[src/rtl/lsu_pkg.sv]
// Shared definitions for the load/store memory master.
//   lsu_state_e : access sequencing states
//   F3_*        : funct3 encodings for access size / signedness
//   be_for()    : byte-enable pattern for a size at a byte offset. The result is
//                 8 bits wide: [3:0] are the lanes of the first word, [7:4] the
//                 lanes that spill into the next word for a misaligned access.
package lsu_pkg;

  typedef enum logic [2:0] {
    IDLE  = 3'd0,
    REQ0  = 3'd1,
    WAIT0 = 3'd2,
    REQ1  = 3'd3,
    WAIT1 = 3'd4,
    RESP  = 3'd5
  } lsu_state_e;

  localparam logic [2:0] F3_B  = 3'b000;
  localparam logic [2:0] F3_H  = 3'b001;
  localparam logic [2:0] F3_W  = 3'b010;
  localparam logic [2:0] F3_BU = 3'b100;
  localparam logic [2:0] F3_HU = 3'b101;

  function automatic logic [7:0] be_for(input logic [2:0] funct3, input logic [1:0] off);
    logic [7:0] base;
    case (funct3)
      F3_B, F3_BU: base = 8'h01;
      F3_H, F3_HU: base = 8'h03;
      F3_W:        base = 8'h0F;
      default:     base = 8'h00;
    endcase
    return base << off;
  endfunction

endpackage

[src/rtl/lsu_load_align.sv]
// Load-data alignment and extension (purely combinational).
//   rdata0    : first (or only) word read
//   rdata1    : second word of a split access (don't-care otherwise)
//   off       : byte offset of the access within rdata0
//   funct3    : access size / signedness
//   load_data : selected lanes, sign- or zero-extended to 32 bits
module lsu_load_align
  import lsu_pkg::*;
(
  input  logic [31:0] rdata0,
  input  logic [31:0] rdata1,
  input  logic [1:0]  off,
  input  logic [2:0]  funct3,
  output logic [31:0] load_data
);

  logic [31:0] lane;

  always_comb begin
    // Treat the two words as one 64-bit little-endian window so split and
    // non-split loads share the same shifter.
    lane = 32'({rdata1, rdata0} >> {off, 3'b000});
    case (funct3)
      F3_B:    load_data = {{24{lane[7]}}, lane[7:0]};
      F3_H:    load_data = {{16{lane[15]}}, lane[15:0]};
      F3_W:    load_data = lane;
      F3_BU:   load_data = {24'h0, lane[7:0]};
      F3_HU:   load_data = {16'h0, lane[15:0]};
      default: load_data = 32'h0;
    endcase
  end

endmodule

[src/rtl/lsu_mem_master.sv]
// Load/store initiator between the pipeline MEM stage and a word-organised
// data memory. One access in flight; req_ready is high only in IDLE.
//   clk, reset                   : clock, synchronous active-high reset
//   req_valid/req_ready          : pipeline handshake, transfer when both high
//   req_we/req_funct3/req_addr/req_wdata : access description
//   resp_valid/resp_data/resp_err: one-cycle completion pulse with result
//   mem_req/mem_we/mem_addr/mem_be/mem_wdata : word request, held until mem_gnt
//   mem_gnt/mem_rvalid/mem_rdata : memory grant and read data / write ack
// Handshake: a pipeline request transfers on a posedge where req_valid and
// req_ready are both high; a memory request transfers on a posedge where
// mem_req and mem_gnt are both high; mem_rvalid is only honoured in WAIT states.
// Build option MISALIGNED_SPLIT_EN: misaligned H/W accesses are split into two
// word accesses instead of completing with resp_err.
module lsu_mem_master
  import lsu_pkg::*;
#(
  parameter int ADDR_W = 32,
  parameter int DATA_W = 32
) (
  input  logic              clk,
  input  logic              reset,
  input  logic              req_valid,
  output logic              req_ready,
  input  logic              req_we,
  input  logic [2:0]        req_funct3,
  input  logic [ADDR_W-1:0] req_addr,
  input  logic [DATA_W-1:0] req_wdata,
  output logic              resp_valid,
  output logic [DATA_W-1:0] resp_data,
  output logic              resp_err,
  output logic              mem_req,
  output logic              mem_we,
  output logic [ADDR_W-1:0] mem_addr,
  output logic [3:0]        mem_be,
  output logic [DATA_W-1:0] mem_wdata,
  input  logic              mem_gnt,
  input  logic              mem_rvalid,
  input  logic [DATA_W-1:0] mem_rdata
);

`ifdef MISALIGNED_SPLIT_EN
  localparam bit SPLIT_EN = 1'b1;
`else
  localparam bit SPLIT_EN = 1'b0;
`endif

  lsu_state_e        state_q, state_d;
  logic              we_q, we_d;
  logic [2:0]        f3_q, f3_d;
  logic [ADDR_W-1:0] addr_q, addr_d;
  logic [DATA_W-1:0] wdata_q, wdata_d;
  logic [DATA_W-1:0] rdata0_q, rdata0_d;
  logic              split_q, split_d;
  logic              mem_req_q, mem_req_d;
  logic              mem_we_q, mem_we_d;
  logic [ADDR_W-1:0] mem_addr_q, mem_addr_d;
  logic [3:0]        mem_be_q, mem_be_d;
  logic [DATA_W-1:0] mem_wdata_q, mem_wdata_d;
  logic              resp_valid_q, resp_valid_d;
  logic [DATA_W-1:0] resp_data_q, resp_data_d;
  logic              resp_err_q, resp_err_d;

  logic [1:0]          in_off;
  logic                in_legal, in_mis;
  logic [7:0]          be8;
  logic [2*DATA_W-1:0] wdata64;
  logic [ADDR_W-1:0]   word_addr;
  logic [DATA_W-1:0]   align_rdata0, load_data;

  // In WAIT1 the first word comes from the capture register and the live bus
  // carries the second word; otherwise the live bus is the first word.
  assign align_rdata0 = (state_q == WAIT1) ? rdata0_q : mem_rdata;

  lsu_load_align u_align (
    .rdata0    (align_rdata0),
    .rdata1    (mem_rdata),
    .off       (addr_q[1:0]),
    .funct3    (f3_q),
    .load_data (load_data)
  );

  always_comb begin
    in_off = req_addr[1:0];
    case (req_funct3)
      F3_B, F3_H, F3_W: in_legal = 1'b1;
      F3_BU, F3_HU:     in_legal = !req_we;
      default:          in_legal = 1'b0;
    endcase
    in_mis = (((req_funct3 == F3_H) || (req_funct3 == F3_HU)) && (in_off == 2'd3)) ||
             ((req_funct3 == F3_W) && (in_off != 2'd0));

    // Lane layout of the captured access, used for the second word of a split.
    be8       = be_for(f3_q, addr_q[1:0]);
    wdata64   = {{DATA_W{1'b0}}, wdata_q} << {addr_q[1:0], 3'b000};
    word_addr = {addr_q[ADDR_W-1:2], 2'b00};

    state_d      = state_q;
    we_d         = we_q;
    f3_d         = f3_q;
    addr_d       = addr_q;
    wdata_d      = wdata_q;
    rdata0_d     = rdata0_q;
    split_d      = split_q;
    mem_req_d    = mem_req_q;
    mem_we_d     = mem_we_q;
    mem_addr_d   = mem_addr_q;
    mem_be_d     = mem_be_q;
    mem_wdata_d  = mem_wdata_q;
    resp_valid_d = 1'b0;
    resp_data_d  = resp_data_q;
    resp_err_d   = resp_err_q;

    case (state_q)
      IDLE: begin
        if (req_valid) begin
          we_d    = req_we;
          f3_d    = req_funct3;
          addr_d  = req_addr;
          wdata_d = req_wdata;
          if (!in_legal || (in_mis && !SPLIT_EN)) begin
            state_d      = RESP;
            resp_valid_d = 1'b1;
            resp_err_d   = 1'b1;
            resp_data_d  = '0;
          end else begin
            state_d     = REQ0;
            split_d     = in_mis;
            mem_req_d   = 1'b1;
            mem_we_d    = req_we;
            mem_addr_d  = {req_addr[ADDR_W-1:2], 2'b00};
            mem_be_d    = 4'(be_for(req_funct3, in_off));
            mem_wdata_d = DATA_W'({{DATA_W{1'b0}}, req_wdata} << {in_off, 3'b000});
          end
        end
      end
      REQ0: begin
        if (mem_gnt) begin
          mem_req_d = 1'b0;
          state_d   = WAIT0;
        end
      end
      WAIT0: begin
        if (mem_rvalid) begin
          rdata0_d = mem_rdata;
          if (split_q) begin
            state_d     = REQ1;
            mem_req_d   = 1'b1;
            mem_addr_d  = word_addr + ADDR_W'(4);
            mem_be_d    = be8[7:4];
            mem_wdata_d = wdata64[2*DATA_W-1:DATA_W];
          end else begin
            state_d      = RESP;
            resp_valid_d = 1'b1;
            resp_err_d   = 1'b0;
            resp_data_d  = we_q ? '0 : load_data;
          end
        end
      end
      REQ1: begin
        if (mem_gnt) begin
          mem_req_d = 1'b0;
          state_d   = WAIT1;
        end
      end
      WAIT1: begin
        if (mem_rvalid) begin
          state_d      = RESP;
          resp_valid_d = 1'b1;
          resp_err_d   = 1'b0;
          resp_data_d  = we_q ? '0 : load_data;
        end
      end
      RESP:    state_d = IDLE;
      default: state_d = IDLE;
    endcase
  end

  always_ff @(posedge clk) begin
    if (reset) begin
      state_q      <= IDLE;
      we_q         <= 1'b0;
      f3_q         <= 3'b000;
      addr_q       <= '0;
      wdata_q      <= '0;
      rdata0_q     <= '0;
      split_q      <= 1'b0;
      mem_req_q    <= 1'b0;
      mem_we_q     <= 1'b0;
      mem_addr_q   <= '0;
      mem_be_q     <= 4'b0000;
      mem_wdata_q  <= '0;
      resp_valid_q <= 1'b0;
      resp_data_q  <= '0;
      resp_err_q   <= 1'b0;
    end else begin
      state_q      <= state_d;
      we_q         <= we_d;
      f3_q         <= f3_d;
      addr_q       <= addr_d;
      wdata_q      <= wdata_d;
      rdata0_q     <= rdata0_d;
      split_q      <= split_d;
      mem_req_q    <= mem_req_d;
      mem_we_q     <= mem_we_d;
      mem_addr_q   <= mem_addr_d;
      mem_be_q     <= mem_be_d;
      mem_wdata_q  <= mem_wdata_d;
      resp_valid_q <= resp_valid_d;
      resp_data_q  <= resp_data_d;
      resp_err_q   <= resp_err_d;
    end
  end

  assign req_ready  = (state_q == IDLE);
  assign resp_valid = resp_valid_q;
  assign resp_data  = resp_data_q;
  assign resp_err   = resp_err_q;
  assign mem_req    = mem_req_q;
  assign mem_we     = mem_we_q;
  assign mem_addr   = mem_addr_q;
  assign mem_be     = mem_be_q;
  assign mem_wdata  = mem_wdata_q;

endmodule

[config.mk]
export PLATFORM = sky130hd
export DESIGN_NAME = lsu_mem_master
export DESIGN_NICKNAME = d
export VERILOG_FILES = /design/src/rtl/lsu_pkg.sv /design/src/rtl/lsu_load_align.sv /design/src/rtl/lsu_mem_master.sv
export SDC_FILE = /design/constraint.sdc
export NUM_CORES = 1
export LEC_CHECK = 0
export BUFFER_PORTS_ARGS = -buffer_cell sky130_fd_sc_hd__buf_2
export CAP_MARGIN = 20
export CELL_PAD_IN_SITES_DETAIL_PLACEMENT = 1
export CELL_PAD_IN_SITES_GLOBAL_PLACEMENT = 2
export CORE_ASPECT_RATIO = 0.8
export CORE_MARGIN = 4
export CORE_UTILIZATION = 36
export CTS_BUF_LIST = sky130_fd_sc_hd__clkbuf_4
export CTS_CLUSTER_SIZE = 16
export DETAILED_ROUTE_END_ITERATION = 10
export PLACE_DENSITY = 0.89
export SETUP_SLACK_MARGIN = 0.3
export SYNTH_ARGS = -nofsm -noshare
export SYNTH_HDL_FRONTEND = slang
export SYNTH_SLANG_ARGS = --single-unit
[constraint.sdc]
create_clock -name clk -period 3.7 [get_ports clk]
set_input_delay 0.185 -clock clk [delete_from_list [all_inputs] [get_ports clk]]
set_output_delay 0.185 -clock clk [all_outputs]
set_load 0.05 [all_outputs]
Word level (Yosys, flattened, before mapping)
Cells that the tools add are included.
Operators by class
  bitwise gates (word level): 1
  add/sub/neg operators: 1
  divide/modulo/power cells: 0
  shifts and indexed selects: 5
  equality and inequality tests: 23
  muxes and demuxes: 56
  $mul: 0
  reductions and logical operators: 28
  magnitude comparators: 0
Operators with widths (number)
  32-bit two-way mux: 15
  32-bit one-hot mux with 5 select lines: 1
  32-bit one-hot mux with 2 select lines: 2
  32-bit one-hot mux with 3 select lines: 1
  32-bit by 5-bit << shifter with 64-bit output: 1
  64-bit by 5-bit right shift with 32-bit output: 1
  32-bit by 3-bit adder with 32-bit output (second input constant): 1
  32-bit by 5-bit << shifter with 32-bit output: 1
  8-bit two-way mux: 3
  4-bit one-hot mux with 3 select lines: 2
  3-bit two-way mux: 7
  4-bit two-way mux: 4
  2-bit != test (second input constant): 8
  3-bit == test (second input constant): 5
  1-bit two-way mux: 15
  3-bit one-hot mux with 5 select lines: 1
  3-bit by 2-bit == test with 1-bit output (second input constant): 4
  6-bit AND reduction: 2
  2-bit OR reduction: 6
  5-bit AND reduction: 2
  3-bit by 1-bit == test with 1-bit output (second input constant): 3
  3-bit logical NOT: 3
  1-bit one-hot mux with 3 select lines: 3
  4-bit one-hot mux with 2 select lines: 1
  other kinds (14): 22
Word-level totals
  bits in read-only memories: 0
  input bits: 105
  RAM bits: 0
  flip-flop bits (word level): 208
  memories: 0
  latch bits: 0
  logic and storage cells: 129

Depth between registers and ports, before layout
Gate-level depths: netlist of the first run.
  depth after elaboration: 12
  gate-level depth with buffers: 9

Hierarchy
From an unflattened synthesis of the first run, not the netlist that was laid out.
Second synthesis, totals
  cell total of the unflattened synthesis: 1259
  area, all modules: 10551.4 um^2
By module, submodules not included
  lsu_mem_master: area each 9331.4 um^2, times used 1, cells an instance 1144
  lsu_load_align: area each 1219.9 um^2, times used 1, cells an instance 115

Least setup slack after synthesis of the first run
OpenSTA, ideal clock, no wires.
  path type: flip-flop to flip-flop
  from: reg state_q[1]
  to: reg resp_data_q[30] (netlist: resp_data[30])
  required time: 3.578 ns
  clock period less this slack: 2.309 ns
  path buffers: 3
  setup time: 0.122 ns
  cell stages (with the launch flop): 8
  slack: 1.391 ns
  data arrival time: 2.188 ns
  path through: dfxtp_1 -> buf_6 -> or3b_1 -> buf_6 -> buf_6 -> mux2_4 -> mux4_2 -> a221o_1
Between the ends
  longest elaborated chain between the ends: 8
Ends and longest elaborated chain
  start: declaration: RTL line lsu_mem_master.sv:47  | lsu_state_e state_q, state_d;
  start signal: assignment: RTL line lsu_mem_master.sv:196  | state_q <= state_d;
  3-bit == test: RTL line lsu_mem_master.sv:72, lsu_mem_master.sv:113
  32-bit two-way mux: RTL line lsu_mem_master.sv:72  | assign align_rdata0 = (state_q == WAIT1) ? rdata0_q : mem_rdata;
  64-bit by 5-bit right shift with 32-bit output: RTL line lsu_load_align.sv:22  | lane = 32'({rdata1, rdata0} >> {off, 3'b000});
  32-bit one-hot mux with 5 select lines: RTL line lsu_load_align.sv:23  | case (funct3)
  32-bit two-way mux: RTL line lsu_mem_master.sv:155, lsu_mem_master.sv:170
  32-bit two-way mux: RTL line lsu_mem_master.sv:145  | if (split_q) begin
  32-bit two-way mux: RTL line lsu_mem_master.sv:143  | if (mem_rvalid) begin
  32-bit one-hot mux with 3 select lines: RTL line lsu_mem_master.sv:113  | case (state_q)
  end signal: assignment: RTL line lsu_mem_master.sv:209  | resp_data_q <= resp_data_d;
  end: declaration: RTL line lsu_mem_master.sv:60  | logic [DATA_W-1:0] resp_data_q, resp_data_d;
Several ways; a longest one is shown, not always the timed one. The select of a mux whose other input is x is not followed.
A chain may end at the register's enable or synchronous reset.

Final worst setup path of the first run
  from: reg state_q[2]
  to: reg resp_data_q[11] (netlist: resp_data[11])
The elaborated chain is that of the path after synthesis.

==> results of run 1 <==
## layer usage
metal  share of wire (%)  vias to the layer above
met5                   0                        -
met4                 1.2                        0
met3                 5.2                       29
met2                  48                      262
met1                  46                     5075
li1                    -                     4791
## metrics by stage
stage                     setup slack, ns  total power [mW]
final                               0.580              5.39
after global routing                0.393              5.68
after CTS                           0.607              5.42
after detailed placement            0.603              4.15
after global placement              0.731              4.10
after floorplan                      1.39              3.66
## registers in the layout, indices dropped and copies added (netlist names)
signal / flops
addr_q: 32
mem_wdata: 32
rdata0_q: 32
resp_data: 32
mem_addr: 30
wdata_q: 24
mem_be: 4
f3_q: 3
state_q: 3
mem_req: 1
mem_we: 1
resp_err: 1
resp_valid: 1
split_q: 1
we_q: 1
## worst max path at each step
stage	startpoint	endpoint	slack [ns]	cells after the start
5_1_grt	state_q[1]	mem_wdata[21]	0.39	6
3_3_place_gp	state_q[2]	resp_data[18]	0.73	5
2_1_floorplan	state_q[1]	resp_data[30]	1.39	7
6_report	state_q[2]	resp_data[11]	0.58	6
3_5_place_dp	state_q[2]	resp_data[19]	0.60	5
4_1_cts	state_q[2]	resp_data[19]	0.61	5
## cell families after synthesis
group / count (synthesis)
xor+xnor: 18
fa+ha+maj: 1
buf+inv: 115
compound gates: 286
simple gates: 467
flops: 198
mux: 107
other cells: 1
## power by group through the flow
stage                     Sequential [mW]  Combinational (mW)  Clock [mW]
after floorplan                      2.74               0.919           0
after global placement               2.51                1.59           0
after detailed placement             2.52                1.63           0
after CTS                            2.47                1.72        1.23
after global routing                 2.50                1.85        1.33
final                                2.47                1.72        1.19
## final cells by class
| class | instances | area [um2] |
|---|---|---|
| Clock inverter | 12 | 129 |
| Multi-Input combinational cell | 881 | 5750 |
| Sequential cell | 198 | 3970 |
| Inverter | 10 | 37.5 |
| Clock buffer | 19 | 143 |
| Fill cell | 3295 | 14800 |
| Timing Repair Buffer | 332 | 2260 |
| Antenna cell | 4 | 10.0 |
| Tap cell | 364 | 455 |
## worst max-delay path: cells and delay by family, from the launching register on
kind	cells	cell delay (ns)
mux	2	0.87
simple gates	2	0.80
flops	1	0.74
buf+inv	1	0.38
compound gates	1	0.23
## cells in the final DEF (no fill, tap or decap), drive strengths merged, types with 5 or more instances in the layout
cell type / n
nand3: 14
buf: 232
nand4: 7
dlygate4sd3: 100
o31a: 6
a221o: 16
nor4: 12
nor2: 75
dfxtp: 198
nand3b: 8
a21oi: 127
clkinv: 6
o41ai: 6
a211oi: 5
nor3b: 7
a211o: 15
o2111ai: 10
mux4: 29
mux2i: 41
inv: 10
nand2: 259
a22o: 10
nand2b: 7
xor2: 11
a221oi: 18
o21ai: 21
a21o: 7
xnor2: 7
and4: 5
o22ai: 12
clkbuf: 19
nor2b: 6
a32oi: 7
mux2: 37
o2bb2ai: 9
nor3: 47
## cell usage after synthesis, drive strengths merged, types with 6 or more instances
cell type	count	area (um2)
a221oi	18	158
mux2i	41	410
o31a	6	53.8
nor2b	6	37.5
clkbuf	83	312
nor3b	7	52.6
nor2	75	282
o2111ai	10	87.6
xnor2	7	61.3
buf	22	129
a21oi	127	636
a21o	7	52.6
o2bb2ai	9	78.8
nor3	47	235
xor2	11	96.3
nand3	14	70.1
dfxtp	198	3960
nand2	259	972
mux4	29	653
o21ai	21	105
a221o	16	160
o41ai	6	52.6
mux2	37	443
nand4	7	43.8
inv	8	30.0
nor4	12	90.1
nand2b	7	43.8
a32oi	7	61.3
nand3b	8	60.1
a22o	10	87.6
a211o	15	131
o22ai	12	75.1
## what timing repair did
action	in CTS	in global routing
setup buffers	0	0
hold buffers	100	0
hold endpoints to repair	128	0
==> metrics.csv, run 1 <==
stage,metric,value,unit
timing,WHS,0.0976,ns
route,vias,10200,
cts,TritonCTS clock tree,built,
die,Boundary Pins,210,
timing,Least-Margin Pin Slew,1.11,ns
cts,total CTS buffers,17,
global_routing,routing usage on met3,4.06,%
placed_design,placed instance count,1685,
setup_path,CP Data Required Time,4.20,ns
timing,Max Clk Rate,0.321,GHz
route,vias per cell,5.58,
route,DRT iter0 DRCs,617,
cts,Clock Latency Late Sink,0.62,ns
power,worst vdd ir,0.218,mV
power,switching share of power,37.7,%
timing,Layout Skew,0.0357,ns
setup_path,CP max FO,19,
setup_path,worst r2r src,state_q[2],
yosys,Post-Synthesis Cells,1193,
power,Int Pwr,3.36,mW
yosys,combinational family with the most area after synthesis,simple AND/OR/NAND/NOR gates,
yosys,syn avg cell area,8.50,um2
cts,CTS Buffer Depth,2,
timing,Fin Setup TNS,0,ns
power,switching pwr,2.03,mW
setup_path,Worst Setup Path Type,flop to flop,
cts,post-CTS sizing,0,
die,effective utilization at floorplan,36.9,%
timing,Final Critical Period,3.12,ns
yosys,post-synth design cell area,10100,um2
finish,Final Instance Area,12700,um2
yosys,post-synthesis sequential area ratio,39.1,%
yosys,xor and xnor area share after synthesis,1.56,%
route,DRT Pass-1 Iters,5,
hold_path,Min-Delay Path Class,input pin to flop,
run_status,status,completed,
global_routing,number of global-route vias before repair,10400,
finish,final std cells w/o fill,1820,
setup_path,CP Cell Sequence,or3b_1 > buf_4 > mux2_1 > mux4_2 > a32oi_1 > nand2_1,
yosys,Post-synth EDFFs,0,
yosys,ys async rst share,0,%
setup_path,delay of the slowest critical-path stage,0.74,ns
route,ANT nets after route,0,
placed_design,Placed Area,11500,um2
timing,final worst-path cycle share,84.3,%
yosys,post-synthesis mux area share,14.9,%
setup_path,crit end category,flop,
yosys,Post-Synth Simple-Gate Area,20.6,%
die,Die Ht,158,um
timing,"Hold Vio Cnt, Final",0,
global_routing,GRT Resource Usage Total,23.8,%
cts,CTS H-tree lvls,4,
timing,max-slew violation count,0,
yosys,Synth Warn #,0,
global_routing,global-route wire length before repair,59.0,mm
power,Power per Cell Area,423,nW/um2
power,Reg power frac,45.9,%
yosys,Seq cells post-synth,198,
yosys,Cell variety after synth,65,
die,die width,196,um
finish,Area Overhead vs Synth,25.7,%
global_routing,gr busiest metal,met2,
finish,post-layout util,46.3,%
global_routing,met2 usage,40.7,%
timing,relative slew slack,26.2,%
finish,nets,1546,
placed_design,routability cong.,0.819,
setup_path,R2R depth,6,
yosys,complex-gate fraction of the synthesized area,19.1,%
die,# rows,54,
cts,Clock transition at path regs,0.16,ns
setup_path,WP data arrival,3.62,ns
finish,fraction of layout cells with a size suffix above 1,23.2,%
hold_path,Hold Crit Start,reset,
hold_path,Worst Hold Depth,2,
yosys,"Top FF cell, synth",dfxtp_1,
timing,RSZ-0062 raised after global routing,false,
cts,Num Clock Sinks,198,
global_routing,largest net degree at the start of global routing,103,
cts,clock root cell,clkbuf_4,
setup_path,capturing point of the worst reg2reg path,resp_data[11],
global_routing,global routing usage on met1,31.9,%
flow_run,MaxCap Viol Count,0,
yosys,Synth Area in Adders,0.123,%
global_routing,GR Overflow Total,0,
route,DR WL/cell,20.9,um
setup_path,Worst R2R Setup Slack,0.58,ns
setup_path,Crit-path slowest cell,dfxtp_1,
placed_design,PortBufs,207,
power,Comb power frac,31.9,%
hold_path,hold worst-path end,resp_data[7],
power,Clock Power Share,22.1,%
route,Routed Wire Length,38.0,mm
power,cell leakage power,5.00,nW
route,DR DRC count,0,
die,Core Footprint,27500,um2
die,die area,30900,um2
timing,Setup Viol. Count Final,0,
global_routing,initial antenna violation count,2,
placed_design,hpwl dp,25.6,mm
setup_path,critical path launch point type,flop,
Power figures use the tool's default switching activity.
==> run 2: changes to the inputs <==
CORE_UTILIZATION = 34   (was 36)
PLACE_DENSITY = 0.85   (was 0.89)
clock period = 2.9 ns   (was 3.7 ns; I/O delays follow)
==> run 2 against run 1 <==
Net effect:
- clock power up 26%
- register-to-register slack got worse by 0.14 ns
- clock skew is 0.0030 ns lower
- flip-flop and latch count did not move
- critical endpoint is now resp_data[24]
- largest cell class unchanged
==> metrics.csv, run 2 (synthesis results as in run 1) <==
stage,metric,value,unit,change
finish,Multi-input gate area,5750,um2,about the same
timing,Max Clk Rate,0.406,GHz,was 0.321 GHz
route,DR DRC count,0,,unchanged
global_routing,number of global-route vias before repair,10400,,about the same
global_routing,GRT Resource Usage Total,22.9,%,was 23.8%
route,metal3 WL,1.98,mm,was 1.96 mm
cts,Clock transition at path regs,0.15,ns,was 0.16 ns
placed_design,placed instance count,1709,,was 1685
cts,TritonCTS clock tree,built,,unchanged
timing,max-slew violation count,0,,unchanged
route,vias,10200,,about the same
cts,total CTS buffers,17,,unchanged
cts,post-CTS setup buffers,0,,unchanged
die,die width,201,um,was 196 um
timing,Fin Setup TNS,0,ns,unchanged
power,Pwr Total,6.88,mW,was 5.39 mW
finish,"commonest non-fill, non-tap cell in the layout",nand2_1,,unchanged
timing,relative slew slack,37.3,%,was 26.2%
route,DRT iter0 DRCs,686,,was 617
global_routing,initial antenna violation count,2,,unchanged
die,Die Ht,162,um,was 158 um
timing,RSZ-0062 raised after global routing,false,,unchanged
die,effective utilization at floorplan,34.5,%,was 36.9%
finish,fill cell count,3513,,was 3295
timing,final worst-path cycle share,84.9,%,was 84.3%
flow_run,MaxCap Viol Count,0,,unchanged
die,Core Footprint,29400,um2,was 27500 um2
hold_path,Min-Delay Path Class,input pin to flop,,unchanged
power,Power per Cell Area,535,nW/um2,was 423 nW/um2
cts,Num Clock Sinks,198,,unchanged
cts,clock root cell,clkbuf_4,,unchanged
timing,final worst setup slack,0.439,ns,was 0.580 ns
timing,Layout Skew,0.0327,ns,was 0.0357 ns
die,die area,32700,um2,was 30900 um2
route,ANT nets after route,0,,unchanged
route,Routed Wire Length,37.9,mm,was 38.0 mm
cts,Clock Latency Late Sink,0.63,ns,was 0.62 ns
route,Routed met1 length,17.7,mm,was 17.4 mm
finish,nets,1561,,was 1546
finish,final std cells w/o fill,1844,,was 1820
finish,Area Overhead vs Synth,27.0,%,was 25.7%
route,Top Metal Used,met4,,unchanged
global_routing,global-route wire length before repair,59.9,mm,was 59.0 mm
route,DRT Pass-1 Iters,5,,unchanged
power,worst vdd ir,0.252,mV,was 0.218 mV
timing,Least-Margin Pin Slew,0.940,ns,was 1.11 ns
placed_design,PortBufs,207,,unchanged
setup_path,CP Data Required Time,3.41,ns,was 4.20 ns
finish,most frequent cells in the layout,"nand2_1 (258), buf_2 (206), dfxtp_1 (197)",,unchanged
global_routing,largest net degree at the start of global routing,83,,was 103
setup_path,WP data arrival,2.97,ns,was 3.62 ns
route,vias per cell,5.51,,was 5.58
timing,Setup Viol. Count Final,0,,unchanged
finish,fraction of layout cells with a size suffix above 1,23.6,%,was 23.2%
die,# rows,56,,was 54
run_status,status,completed,,unchanged
placed_design,DP Worst Slack,0.346,ns,was 0.603 ns
setup_path,Worst Setup Path Type,flop to flop,,unchanged
cts,CTS H-tree lvls,4,,unchanged
setup_path,crit end category,flop,,unchanged
placed_design,routability cong.,0.825,,was 0.819
route,routed wl met2,17.7,mm,was 18.2 mm
timing,Final Critical Period,2.46,ns,was 3.12 ns
global_routing,GR Overflow Total,0,,unchanged
route,DR WL/cell,20.6,um,was 20.9 um
finish,storage element area,3970,um2,unchanged
setup_path,CP max FO,33,,was 19
setup_path,critical path launch point type,flop,,unchanged
die,Boundary Pins,210,,unchanged
power,cell leakage power,5.09,nW,was 5.00 nW
cts,CTS Buffer Depth,2,,unchanged
timing,"Hold Vio Cnt, Final",0,,unchanged
placed_design,hpwl dp,25.9,mm,was 25.6 mm
[run 2: layer usage]
metal / vias to the layer above / global-route usage [%]
met5: - / 0
li1: 4817 / -
met3: 26 / 4.06
met4: 0 / 4.85
met1: 5051 / 31.8
met2: 273 / 37.6
[run 2: path summary, 6_finish.rpt]
path	start	end	slack, ns	cells after the start
worst max-delay path	state_q[1]	resp_data[24]	0.44	7
worst min-delay path	req_addr[1]	addr_q[1]	0.13	4
worst max register to register	state_q[1]	resp_data[24]	0.44	7
worst min register to register	mem_addr[14]	mem_addr[14]	0.46	2
[run 2: repair_timing]
item                       in CTS  in global routing
resized for setup               0                  2
hold endpoints to repair      148                  0
setup endpoints to repair       0                 16
hold buffers                  104                  0
[run 2: final cells by class]
class	instances	share of cell area (%)
well taps	377	3.66
repair buffers	347	18.5
clock buffers	17	0.991
clock inverters	12	1.01
multi-input cells	881	44.7
inverters	10	0.292
flip-flops and latches	198	30.8
diodes	2	0.0389
[run 2: critical path, cell delays in order, from the launching register on]
cell	delay, ns
dfxtp_1	0.34
buf_4	0.17
or3b_1	0.40
buf_6	0.24
a211oi_2	0.34
nor4_1	0.11
o31a_4	0.47
a221o_1	0.29
[run 2: metrics by stage]
stage / area [um2] / hold slack, ns / util (%)
6_report: 12900 / 0.128 / 43.8
5_1_grt: 12900 / 0.144 / 43.8
4_1_cts: 12900 / 0.0862 / 43.8
3_5_place_dp: 11600 / 0.407 / 39.4
3_3_place_gp: 11600 / 0.402 / 39.4
2_1_floorplan: 10100 / 0.281 / -
[run 2: power by group]
| group | leakage, nW | internal (mW) | total [mW] | switching [mW] |
|---|---|---|---|---|
| sequential | 1.61 | 2.94 | 3.13 | 0.190 |
| clock | 0.143 | 0.502 | 1.50 | 1.00 |
| combinational | 3.34 | 0.842 | 2.25 | 1.41 |
